[src/rtl/ascon_serial_io_if.sv]
// Handshake and data bundle between the serial I/O block and its environment.
// The environment also stands in for the cipher core. It drives the serial
// inputs, start_req and the core results through the master modport. The
// serial I/O block sits on the slave modport.
interface ascon_serial_io_if #(
  parameter int K = 128,
  parameter int L = 40,
  parameter int Y = 40,
  parameter int D = 3
);
  logic             load_valid;
  logic             load_ready;
  logic [D-1:0]     key_si;
  logic [D-1:0]     nonce_si;
  logic [D-1:0]     ad_si;
  logic [D-1:0]     pt_si;
  logic             start_req;
  logic             core_start;
  logic [D*K-1:0]   core_key;
  logic [D*128-1:0] core_nonce;
  logic [D*L-1:0]   core_ad;
  logic [D*Y-1:0]   core_pt;
  logic             core_done;
  logic [Y-1:0]     core_ct;
  logic [127:0]     core_tag;
  logic             ct_so;
  logic             tag_so;
  logic             out_valid;
  logic             busy;

  modport master (
    output load_valid, key_si, nonce_si, ad_si, pt_si, start_req,
           core_done, core_ct, core_tag,
    input  load_ready, core_start, core_key, core_nonce, core_ad, core_pt,
           ct_so, tag_so, out_valid, busy
  );

  modport slave (
    input  load_valid, key_si, nonce_si, ad_si, pt_si, start_req,
           core_done, core_ct, core_tag,
    output load_ready, core_start, core_key, core_nonce, core_ad, core_pt,
           ct_so, tag_so, out_valid, busy
  );
endinterface

[src/rtl/ascon_serial_io.sv]
// Serial-to-parallel loader and parallel-to-serial drainer for a masked
// Ascon core. Shared key, nonce, AD and PT fields are shifted in MSB first,
// one bit per share per beat. The core is launched once on request, and the
// unmasked ct/tag results are streamed back out LSB first.
module ascon_serial_io #(
  parameter int K = 128,
  parameter int L = 40,
  parameter int Y = 40,
  parameter int D = 3
) (
  input logic              clk,
  input logic              rst,
  ascon_serial_io_if.slave bus
);
  localparam int KA   = (K > 128) ? K : 128;
  localparam int LY   = (L > Y) ? L : Y;
  localparam int MAXI = (KA > LY) ? KA : LY;
  localparam int MAXO = (Y > 128) ? Y : 128;
  localparam int MAXC = (MAXI > MAXO) ? MAXI : MAXO;
  localparam int CW   = $clog2(MAXC) + 1;

  typedef enum logic [1:0] {S_LOAD, S_READY, S_RUN, S_DRAIN} state_t;

  state_t           state_q, state_d;
  logic [CW-1:0]    cnt_q, cnt_d;
  logic [D*K-1:0]   key_q, key_d;
  logic [D*128-1:0] nonce_q, nonce_d;
  logic [D*L-1:0]   ad_q, ad_d;
  logic [D*Y-1:0]   pt_q, pt_d;
  logic [Y-1:0]     ct_q, ct_d;
  logic [127:0]     tag_q, tag_d;
  logic             load_ready_q, load_ready_d;
  logic             core_start_q, core_start_d;
  logic             out_valid_q, out_valid_d;
  logic             busy_q, busy_d;
  logic             ct_so_q, ct_so_d;
  logic             tag_so_q, tag_so_d;

  // Next-state, field capture and look-ahead of the registered outputs.
  always_comb begin
    state_d      = state_q;
    cnt_d        = cnt_q;
    key_d        = key_q;
    nonce_d      = nonce_q;
    ad_d         = ad_q;
    pt_d         = pt_q;
    ct_d         = ct_q;
    tag_d        = tag_q;
    core_start_d = 1'b0;
    case (state_q)
      S_LOAD: begin
        // The index decode also drops beats past a short field's width.
        for (int s = 0; s < D; s++) begin
          for (int b = 0; b < K; b++) begin
            key_d[s*K + K-1-b] = (bus.load_valid && int'(cnt_q) == b) ?
                                 bus.key_si[s] : key_q[s*K + K-1-b];
          end
          for (int b = 0; b < 128; b++) begin
            nonce_d[s*128 + 127-b] = (bus.load_valid && int'(cnt_q) == b) ?
                                     bus.nonce_si[s] : nonce_q[s*128 + 127-b];
          end
          for (int b = 0; b < L; b++) begin
            ad_d[s*L + L-1-b] = (bus.load_valid && int'(cnt_q) == b) ?
                                bus.ad_si[s] : ad_q[s*L + L-1-b];
          end
          for (int b = 0; b < Y; b++) begin
            pt_d[s*Y + Y-1-b] = (bus.load_valid && int'(cnt_q) == b) ?
                                bus.pt_si[s] : pt_q[s*Y + Y-1-b];
          end
        end
        if (bus.load_valid && cnt_q == CW'(MAXI-1)) begin
          state_d = S_READY;
          cnt_d   = {CW{1'b0}};
        end else if (bus.load_valid) begin
          cnt_d = cnt_q + CW'(1);
        end else begin
          cnt_d = cnt_q;
        end
      end
      S_READY: begin
        if (bus.start_req) begin
          state_d      = S_RUN;
          core_start_d = 1'b1;
        end else begin
          state_d = S_READY;
        end
      end
      S_RUN: begin
        if (bus.core_done) begin
          ct_d    = bus.core_ct;
          tag_d   = bus.core_tag;
          cnt_d   = {CW{1'b0}};
          state_d = S_DRAIN;
        end else begin
          state_d = S_RUN;
        end
      end
      S_DRAIN: begin
        if (cnt_q == CW'(MAXO-1)) begin
          state_d = S_LOAD;
          cnt_d   = {CW{1'b0}};
        end else begin
          cnt_d = cnt_q + CW'(1);
        end
      end
      default: begin
        state_d = S_LOAD;
        cnt_d   = {CW{1'b0}};
      end
    endcase

    // Serial outputs are registered from the next-cycle state, so they line
    // up with the cnt value that is current while they are visible.
    load_ready_d = (state_d == S_LOAD);
    out_valid_d  = (state_d == S_DRAIN);
    busy_d       = (state_d != S_LOAD);
    ct_so_d      = 1'b0;
    tag_so_d     = 1'b0;
    for (int i = 0; i < Y; i++) begin
      ct_so_d = ct_so_d | ((out_valid_d && int'(cnt_d) == i) ? ct_d[i] : 1'b0);
    end
    for (int i = 0; i < 128; i++) begin
      tag_so_d = tag_so_d | ((out_valid_d && int'(cnt_d) == i) ? tag_d[i] : 1'b0);
    end
  end

  // State, counter, field and output registers with asynchronous clear.
  always_ff @(posedge clk or negedge rst) begin
    if (!rst) begin
      state_q      <= S_LOAD;
      cnt_q        <= {CW{1'b0}};
      key_q        <= {(D*K){1'b0}};
      nonce_q      <= {(D*128){1'b0}};
      ad_q         <= {(D*L){1'b0}};
      pt_q         <= {(D*Y){1'b0}};
      ct_q         <= {Y{1'b0}};
      tag_q        <= 128'd0;
      load_ready_q <= 1'b1;
      core_start_q <= 1'b0;
      out_valid_q  <= 1'b0;
      busy_q       <= 1'b0;
      ct_so_q      <= 1'b0;
      tag_so_q     <= 1'b0;
    end else begin
      state_q      <= state_d;
      cnt_q        <= cnt_d;
      key_q        <= key_d;
      nonce_q      <= nonce_d;
      ad_q         <= ad_d;
      pt_q         <= pt_d;
      ct_q         <= ct_d;
      tag_q        <= tag_d;
      load_ready_q <= load_ready_d;
      core_start_q <= core_start_d;
      out_valid_q  <= out_valid_d;
      busy_q       <= busy_d;
      ct_so_q      <= ct_so_d;
      tag_so_q     <= tag_so_d;
    end
  end

  assign bus.load_ready = load_ready_q;
  assign bus.core_start = core_start_q;
  assign bus.out_valid  = out_valid_q;
  assign bus.busy       = busy_q;
  assign bus.ct_so      = ct_so_q;
  assign bus.tag_so     = tag_so_q;
  assign bus.core_key   = key_q;
  assign bus.core_nonce = nonce_q;
  assign bus.core_ad    = ad_q;
  assign bus.core_pt    = pt_q;
endmodule

[src/flat_wrapper.sv]
// flat-port wrapper written by rule: the top's interface ports become plain ports
module ascon_serial_io_flat 
#(
  parameter int K = 128,
  parameter int L = 40,
  parameter int Y = 40,
  parameter int D = 3
)
  (clk, rst, bus_load_valid, bus_key_si, bus_nonce_si, bus_ad_si, bus_pt_si, bus_start_req, bus_core_done, bus_core_ct, bus_core_tag, bus_load_ready, bus_core_start, bus_core_key, bus_core_nonce, bus_core_ad, bus_core_pt, bus_ct_so, bus_tag_so, bus_out_valid, bus_busy);
  ascon_serial_io_if #(.K(K), .L(L), .Y(Y), .D(D)) bus_i ();
  input logic clk;
  input logic rst;
  input wire logic [$bits(bus_i.load_valid)-1:0] bus_load_valid;
  input wire logic [$bits(bus_i.key_si)-1:0] bus_key_si;
  input wire logic [$bits(bus_i.nonce_si)-1:0] bus_nonce_si;
  input wire logic [$bits(bus_i.ad_si)-1:0] bus_ad_si;
  input wire logic [$bits(bus_i.pt_si)-1:0] bus_pt_si;
  input wire logic [$bits(bus_i.start_req)-1:0] bus_start_req;
  input wire logic [$bits(bus_i.core_done)-1:0] bus_core_done;
  input wire logic [$bits(bus_i.core_ct)-1:0] bus_core_ct;
  input wire logic [$bits(bus_i.core_tag)-1:0] bus_core_tag;
  output wire logic [$bits(bus_i.load_ready)-1:0] bus_load_ready;
  output wire logic [$bits(bus_i.core_start)-1:0] bus_core_start;
  output wire logic [$bits(bus_i.core_key)-1:0] bus_core_key;
  output wire logic [$bits(bus_i.core_nonce)-1:0] bus_core_nonce;
  output wire logic [$bits(bus_i.core_ad)-1:0] bus_core_ad;
  output wire logic [$bits(bus_i.core_pt)-1:0] bus_core_pt;
  output wire logic [$bits(bus_i.ct_so)-1:0] bus_ct_so;
  output wire logic [$bits(bus_i.tag_so)-1:0] bus_tag_so;
  output wire logic [$bits(bus_i.out_valid)-1:0] bus_out_valid;
  output wire logic [$bits(bus_i.busy)-1:0] bus_busy;
  assign bus_i.load_valid = bus_load_valid;
  assign bus_i.key_si = bus_key_si;
  assign bus_i.nonce_si = bus_nonce_si;
  assign bus_i.ad_si = bus_ad_si;
  assign bus_i.pt_si = bus_pt_si;
  assign bus_i.start_req = bus_start_req;
  assign bus_i.core_done = bus_core_done;
  assign bus_i.core_ct = bus_core_ct;
  assign bus_i.core_tag = bus_core_tag;
  assign bus_load_ready = bus_i.load_ready;
  assign bus_core_start = bus_i.core_start;
  assign bus_core_key = bus_i.core_key;
  assign bus_core_nonce = bus_i.core_nonce;
  assign bus_core_ad = bus_i.core_ad;
  assign bus_core_pt = bus_i.core_pt;
  assign bus_ct_so = bus_i.ct_so;
  assign bus_tag_so = bus_i.tag_so;
  assign bus_out_valid = bus_i.out_valid;
  assign bus_busy = bus_i.busy;
  ascon_serial_io #(.K(K), .L(L), .Y(Y), .D(D)) u_core (.clk(clk), .rst(rst), .bus(bus_i));
endmodule
[config.mk]
export PLATFORM = sky130hd
export DESIGN_NAME = ascon_serial_io_flat
export DESIGN_NICKNAME = d
export VERILOG_FILES = /design/src/rtl/ascon_serial_io_if.sv /design/src/rtl/ascon_serial_io.sv /design/src/flat_wrapper.sv
export SDC_FILE = /design/constraint.sdc
export NUM_CORES = 2
export LEC_CHECK = 0
export ABC_AREA = 1
export BUFFER_PORTS_ARGS = -buffer_cell sky130_fd_sc_hd__buf_2
export CORE_AREA = 2 2 468 470
export CTS_CLUSTER_DIAMETER = 60
export DETAILED_ROUTE_END_ITERATION = 7
export DIE_AREA = 0 0 470 472
export PLACE_DENSITY = 0.44
export SLEW_MARGIN = 20
export SYNTH_ARGS = -nofsm -noshare
export SYNTH_HDL_FRONTEND = slang
export SYNTH_SLANG_ARGS = --single-unit
[constraint.sdc]
create_clock -name clk -period 2.35 [get_ports clk]
set_clock_uncertainty 0.15 [all_clocks]
set_input_delay 0.3525 -clock clk [delete_from_list [all_inputs] [get_ports clk]]
set_output_delay 0.3525 -clock clk [all_outputs]
set_load 0.03 [all_outputs]
**After elaboration in Yosys (flattened, before gate mapping)**

Cells that the tools add are included.

- Register bits: 1192
- Bits of input ports: 185
- Output and inout bits: 1014
- Word-level logic and storage cells: 1346

- $add $sub $neg: 1
- Equal/unequal tests: 259
- Multiplexer cells: 184
- Bitwise gates (word level): 166
- Reduce and logical (&&, ||, !) cells: 390

Operators with widths:

| operator | count |
|---|---|
| == test 8 bit, second input constant | 128 |
| == test 8 x 7 -> 1 bit, second input constant | 65 |
| logical AND 1 bit | 257 |
| == test 8 x 6 -> 1 bit, second input constant | 32 |
| 2-to-1 mux 128 bit | 2 |
| AND reduction 2 bit | 128 |
| 2-to-1 mux 1 bit | 171 |
| bitwise OR 1 bit | 166 |
| == test 8 x 5 -> 1 bit, second input constant | 16 |
| 2-to-1 mux 40 bit | 2 |
| == test 8 x 4 -> 1 bit, second input constant | 8 |
| == test 8 x 3 -> 1 bit, second input constant | 4 |
| 2-to-1 mux 8 bit | 4 |
| one-hot mux 8 bit (3 select lines) | 1 |
| == test 8 x 2 -> 1 bit, second input constant | 2 |
| logical NOT 8 bit | 2 |
| adder 8 x 1 -> 8 bit, second input constant | 1 |
| one-hot mux 2 bit (4 select lines) | 1 |
| == test 2 bit, second input constant | 3 |
| 2-to-1 mux 2 bit | 3 |
| logical NOT 2 bit | 2 |
| == test 2 x 1 -> 1 bit, second input constant | 1 |
| nonzero test 2 bit | 1 |

**Depth between registers and ports, before layout**

- Depth in word-level cells: 134
- Mapped depth: 20
- Depth with buffers taken out: 19

**Least setup slack after synthesis**

No wires, ideal clock.

- Path kind: register to register
- From: register u_core.cnt_q[1]
- To: register u_core.tag_so_q (netlist: u_core.bus.tag_so)
- Setup time: 0.125 ns
- Arrival time: 2.164 ns
- Data required time: 2.075 ns
- Setup slack: -0.089 ns
- Stages on the path, launching flop included: 18
- Buffers on the path: 0
- Clock period less this slack: 2.439 ns
- Cells stage by stage: dfrtp_1 > ha_1 > inv_1 > nor2_2 > nand2_2 > nand2_2 > nand2_2 > nand2_2 > nand2_4 > nand2_2 > nor2_4 > nand3_1 > nand2_1 > o21a_1 > nor2_1 > nand2_1 > nor2_1 > nand3_1

- Word-level cells in the longest chain between the ends: 134
- Elaborated cells on any way between the ends: 523
- Classes of those cells: add/sub (1); eq/ne (129); mux (136); bitwise (127); reduce/logical (130)

Ends and longest elaborated chain:

| what | RTL line | source |
|---|---|---|
| from (decl) | ascon_serial_io.sv:25 | `logic [CW-1:0] cnt_q, cnt_d;` |
| from (signal assigned) | ascon_serial_io.sv:131 | `cnt_q <= {CW{1'b0}};` |
| from (signal assigned) | ascon_serial_io.sv:146 | `cnt_q <= cnt_d;` |
| adder 8 x 1 -> 8 bit / == test 8 x 7 -> 1 bit (equally long branches) | - |  |
| 2-to-1 mux 8 bit / logical AND 1 bit (equally long branches) | ascon_serial_io.sv:74, ascon_serial_io.sv:71 |  |
| 2-to-1 mux 8 bit | ascon_serial_io.sv:71 | `if (bus.load_valid && cnt_q == CW'(MAXI-1)) begin` |
| one-hot mux 8 bit (3 select lines) * | ascon_serial_io.sv:50 | `case (state_q)` |
| via u_core.cnt_d[1] | ascon_serial_io.sv:25 |  |
| == test 8 x 2 -> 1 bit / logical NOT 8 bit (equally long branches) | ascon_serial_io.sv:123 | `tag_so_d = tag_so_d \| ((out_valid_d && int'(cnt_d) == i) ? tag_d[i] : 1'b0);` |
| logical AND 1 bit | ascon_serial_io.sv:123 |  |
| 2-to-1 mux 1 bit | ascon_serial_io.sv:123 |  |
| bitwise OR 1 bit (126 in a row) | ascon_serial_io.sv:123 |  |
| bitwise OR 1 bit * | ascon_serial_io.sv:123 |  |
| via u_core.tag_so_d | ascon_serial_io.sv:37 | `logic tag_so_q, tag_so_d;` |
| to (signal assigned) | ascon_serial_io.sv:158 | `tag_so_q <= tag_so_d;` |
| to (decl) | ascon_serial_io.sv:37 |  |

Mark *: on every way through the listed nets, which the timed path passes. The rest lies on a longest branch.
A chain may end at the register's enable or synchronous reset.

**Worst setup path after layout**

- From: register u_core.cnt_q[0]
- To: register u_core.tag_so_q (netlist: u_core.bus.tag_so)

The elaborated chain is that of the path after synthesis.

==> results_dict.tcl <==
set metrics [dict create \
    status "finished, violations left" \
    violations "setup timing" \
    grt_pass1_wl_um 331000 \
    ys_types 32 \
    total_power_uw 46800 \
    setup_slack_ns -0.459 \
    p_int_uw 35300 \
    startpoint_type "flip-flop" \
    clk_latency_ns 0.79 \
    wl_per_cell_um 25.7 \
    cts_made_buffers 151 \
    max_freq_mhz 356 \
    gp_congestion 0.843 \
    cp.depth 22 \
    route.detailed.drc 0 \
    cp-end-kind "flip-flop" \
    first_iter_violations 3250 \
    mostFrequentLayoutCell "nand2_1" \
    die_x_um 470 \
    portBuffers 1198 \
    critical-path-slowest-cell "dfrtp_2" \
    multi_input_area_um2 18000 \
    swShare_pct 24.6 \
    grt_setup_unrepaired "yes" \
    worst_pin_slew_ns 0.793 \
    routed_wl_um 246000 \
    switching_power_uw 11500 \
    dpl.hpwl_um 167000 \
    p_seq_share_pct 44.3 \
    dr.pass1.iters 6 \
    core_um2 217000 \
    path_buf_inv 5 \
    cts_sinks 1192 \
    fp.dieArea_um2 222000 \
    ff2ff_setup_slack_ns -0.46 \
    initial_core_util_pct 20.9 \
    crit_end "u_core.bus.tag_so" \
    p_clk_share_pct 51.6 \
    finalHoldViolCount 0 \
    cp_max_fo 6 \
    cts_tree "built" \
    stdcell_count 9590 \
    rows 171 \
    final-seq-area_um2 29800 \
    finalNetCount 6802 \
    yosysWarnings 0 \
    via_count 41933 \
    hold_class "input pin to async pin" \
    chipHeight_um 472 \
    leakage_uw 0.0370 \
    grt_util_all_layers_pct 20.8 \
    cts.clk_slew.worst_paths_ns 0.07 \
    placed_cells 8927 \
    io_pins 1199 \
    cts-htree-levels 4 \
    synth_largest_area_cell "dfrtp_1" \
    startpoint "u_core.cnt_q[0]" \
    period_minus_slack_ns 2.81 \
    ff2ff_path_depth 22 \
    slew_headroom_pct 47.0 \
    fill_cells 22133 \
    setup_viol 258 \
    antenna_found_initial 12 \
    period_share_pct 120 \
    crit_type "flip-flop to flip-flop" \
    r2r-end "u_core.bus.tag_so" \
    comb_power_share_pct 4.1 \
    synthToLayoutAreaGrowth_pct 62.1 \
    cp_slowest_stage_delay_ns 0.45 \
    root_buffer "clkbuf_16" \
    crit_family "simple AND/OR/NAND/NOR gates" \
    synth.area.top_cells "dfrtp_1 66%, nand2_1 15%, o21ai_0 11%" \
    vias_per_cell 4.37 \
    slew_viol_final 0 \
    worstPathCellList "ha_2, inv_2, nor2_4, nand2_2, nand2_4, buf_6, nand2_8, nand2_4, nand2_8, inv_6, nand2_8, nor2_4, buf_12, buf_12, nand3_1, nand2_1, nor2_1, nand2_1, o21ai_1, nand2_1, nor2_1, nand3_1" \
    synth_top_area_share_pct 65.7 \
    cts_max_path_buffers 3 \
    max-vdd-ir-drop_mv 0.714 \
    timing.rr.start "u_core.cnt_q[0]" \
    syn-cell-area_um2 45300 \
    gr-total-overflow 0 \
    drive_gt1_share_pct 42.0 \
    cap_violations 0 \
    synth_seq_cells 1192 \
    synth_area_per_cell_um2 9.48 \
    syn_inst 4782 \
    seq_area_frac_synth_pct 65.8 \
    final_cell_mix "1389 x nand2_1, 1197 x buf_2, 1187 x dfrtp_1" \
    grt_pass1_vias 41320 \
    grt_max_degree 88 \
    ant_nets 0 \
    power_density_nw_per_um2 636 \
    cp_data_required_time_ns 2.87 \
    arrival_ns 3.33 \
    synth_nets 4972 \
]
-- cells in the mapped netlist, drive strengths merged --
| master | count |
|---|---|
| nand2 | 1846 |
| dfrtp | 1191 |
| o21ai | 1015 |
| clkbuf | 304 |
| nand3 | 155 |
| nor2 | 97 |
| inv | 60 |
| buf | 37 |
| nor3 | 32 |
| nand4 | 28 |
| a21oi | 5 |
| ha | 5 |
| o21a | 2 |
| a21boi | 1 |
| clkinv | 1 |
| dfstp | 1 |
| nand3b | 1 |
| o211ai | 1 |
-- repair_timing --
| item | 4_1_cts | 5_1_grt |
|---|---|---|
| hold endpoints to repair | 1612 | 0 |
| resized for setup | 363 | 1242 |
| pin swaps | 43 | 77 |
| setup buffers | 77 | 62 |
| hold buffers | 184 | 0 |
| endpoints found under the setup margin | 723 | 916 |
| cloned | 40 | 46 |
-- power groups by stage --
stage	clock network, uW	logic (uW)	registers [uW]
after CTS	24600	1950	20700
after global placement	0	1670	21100
final	24100	1940	20700
after global routing	25500	2110	20700
after floorplan	0	334	21100
after detailed placement	0	1670	21100
-- layer usage --
layer	vias to the layer above	track usage, %	part of all wire [%]
met4	2	6.54	3.7
met2	1472	34.7	48
li1	19280	-	-
met1	20854	26.0	41
met3	325	5.73	7.4
met5	-	0	0.0053
-- state kept, by name, indices dropped and copies added, names as in the netlist --
register and count:
u_core.bus.core_nonce 384, u_core.bus.load_ready 1, u_core.bus.core_start 1, u_core.tag_q 128, u_core.bus.busy 1, u_core.bus.tag_so 1, u_core.bus.ct_so 1, u_core.cnt_q 8
u_core.bus.out_valid 1, u_core.state_q 2, u_core.ct_q 40, u_core.bus.core_ad 120, u_core.bus.core_key 384, u_core.bus.core_pt 120
-- through the flow --
step	hold slack [ns]	TNS [ns]	instance area (um2)	util (%)	setup slack [ns]
floorplan	-0.0931	-0.00355	45400	-	-0.00355
global placement	0.0973	-78.68	59000	27.2	-0.819
detailed placement	0.0952	-92.85	59000	27.2	-0.754
CTS	0.0495	-85.15	69000	31.9	-0.391
global route	0.0803	-60.70	73500	33.9	-0.632
finish	0.0947	-31.08	73500	34.0	-0.459
-- logic make-up (layout without fill, tap and decap cells) --
logic type	after synthesis	after routing	share of synthesized area, %
AND/OR/NAND/NOR	2159	2166	19.3
other	0	3	0
adder cells (fa/ha/maj)	5	5	0.138
buffers and inverters	402	2346	3.46
flip-flops	1192	1192	65.8
AO/OA/AOI/OAI	1024	1024	11.3
-- worst min path at each step --
stage	to	slack [ns]	startpoint	depth (start not counted)
after floorplan	u_core.bus.busy	-0.09	rst	0
after global placement	u_core.bus.core_ad[94]	0.1	rst	1
after detailed placement	u_core.bus.core_ad[94]	0.1	rst	1
after CTS	u_core.bus.core_nonce[28]	0.05	rst	3
after global routing	u_core.bus.core_key[74]	0.08	rst	3
final	u_core.bus.core_nonce[314]	0.09	rst	3
-- layout make-up --
type | count | share of cell area [%]
sequential | 1192 | 40.6
multi-input combinational | 3195 | 24.5
timing repair buffer | 2011 | 22.6
clock buffer | 211 | 5.84
tap | 2854 | 4.86
clock inverter | 63 | 1.23
inverter | 61 | 0.398
antenna | 3 | 0.0102
-- tightest hold or removal path: cells and delay by family --
kind                   cells  cell delay [ns]
buffers and inverters      3             1.02
Power figures use the tool's default switching activity.
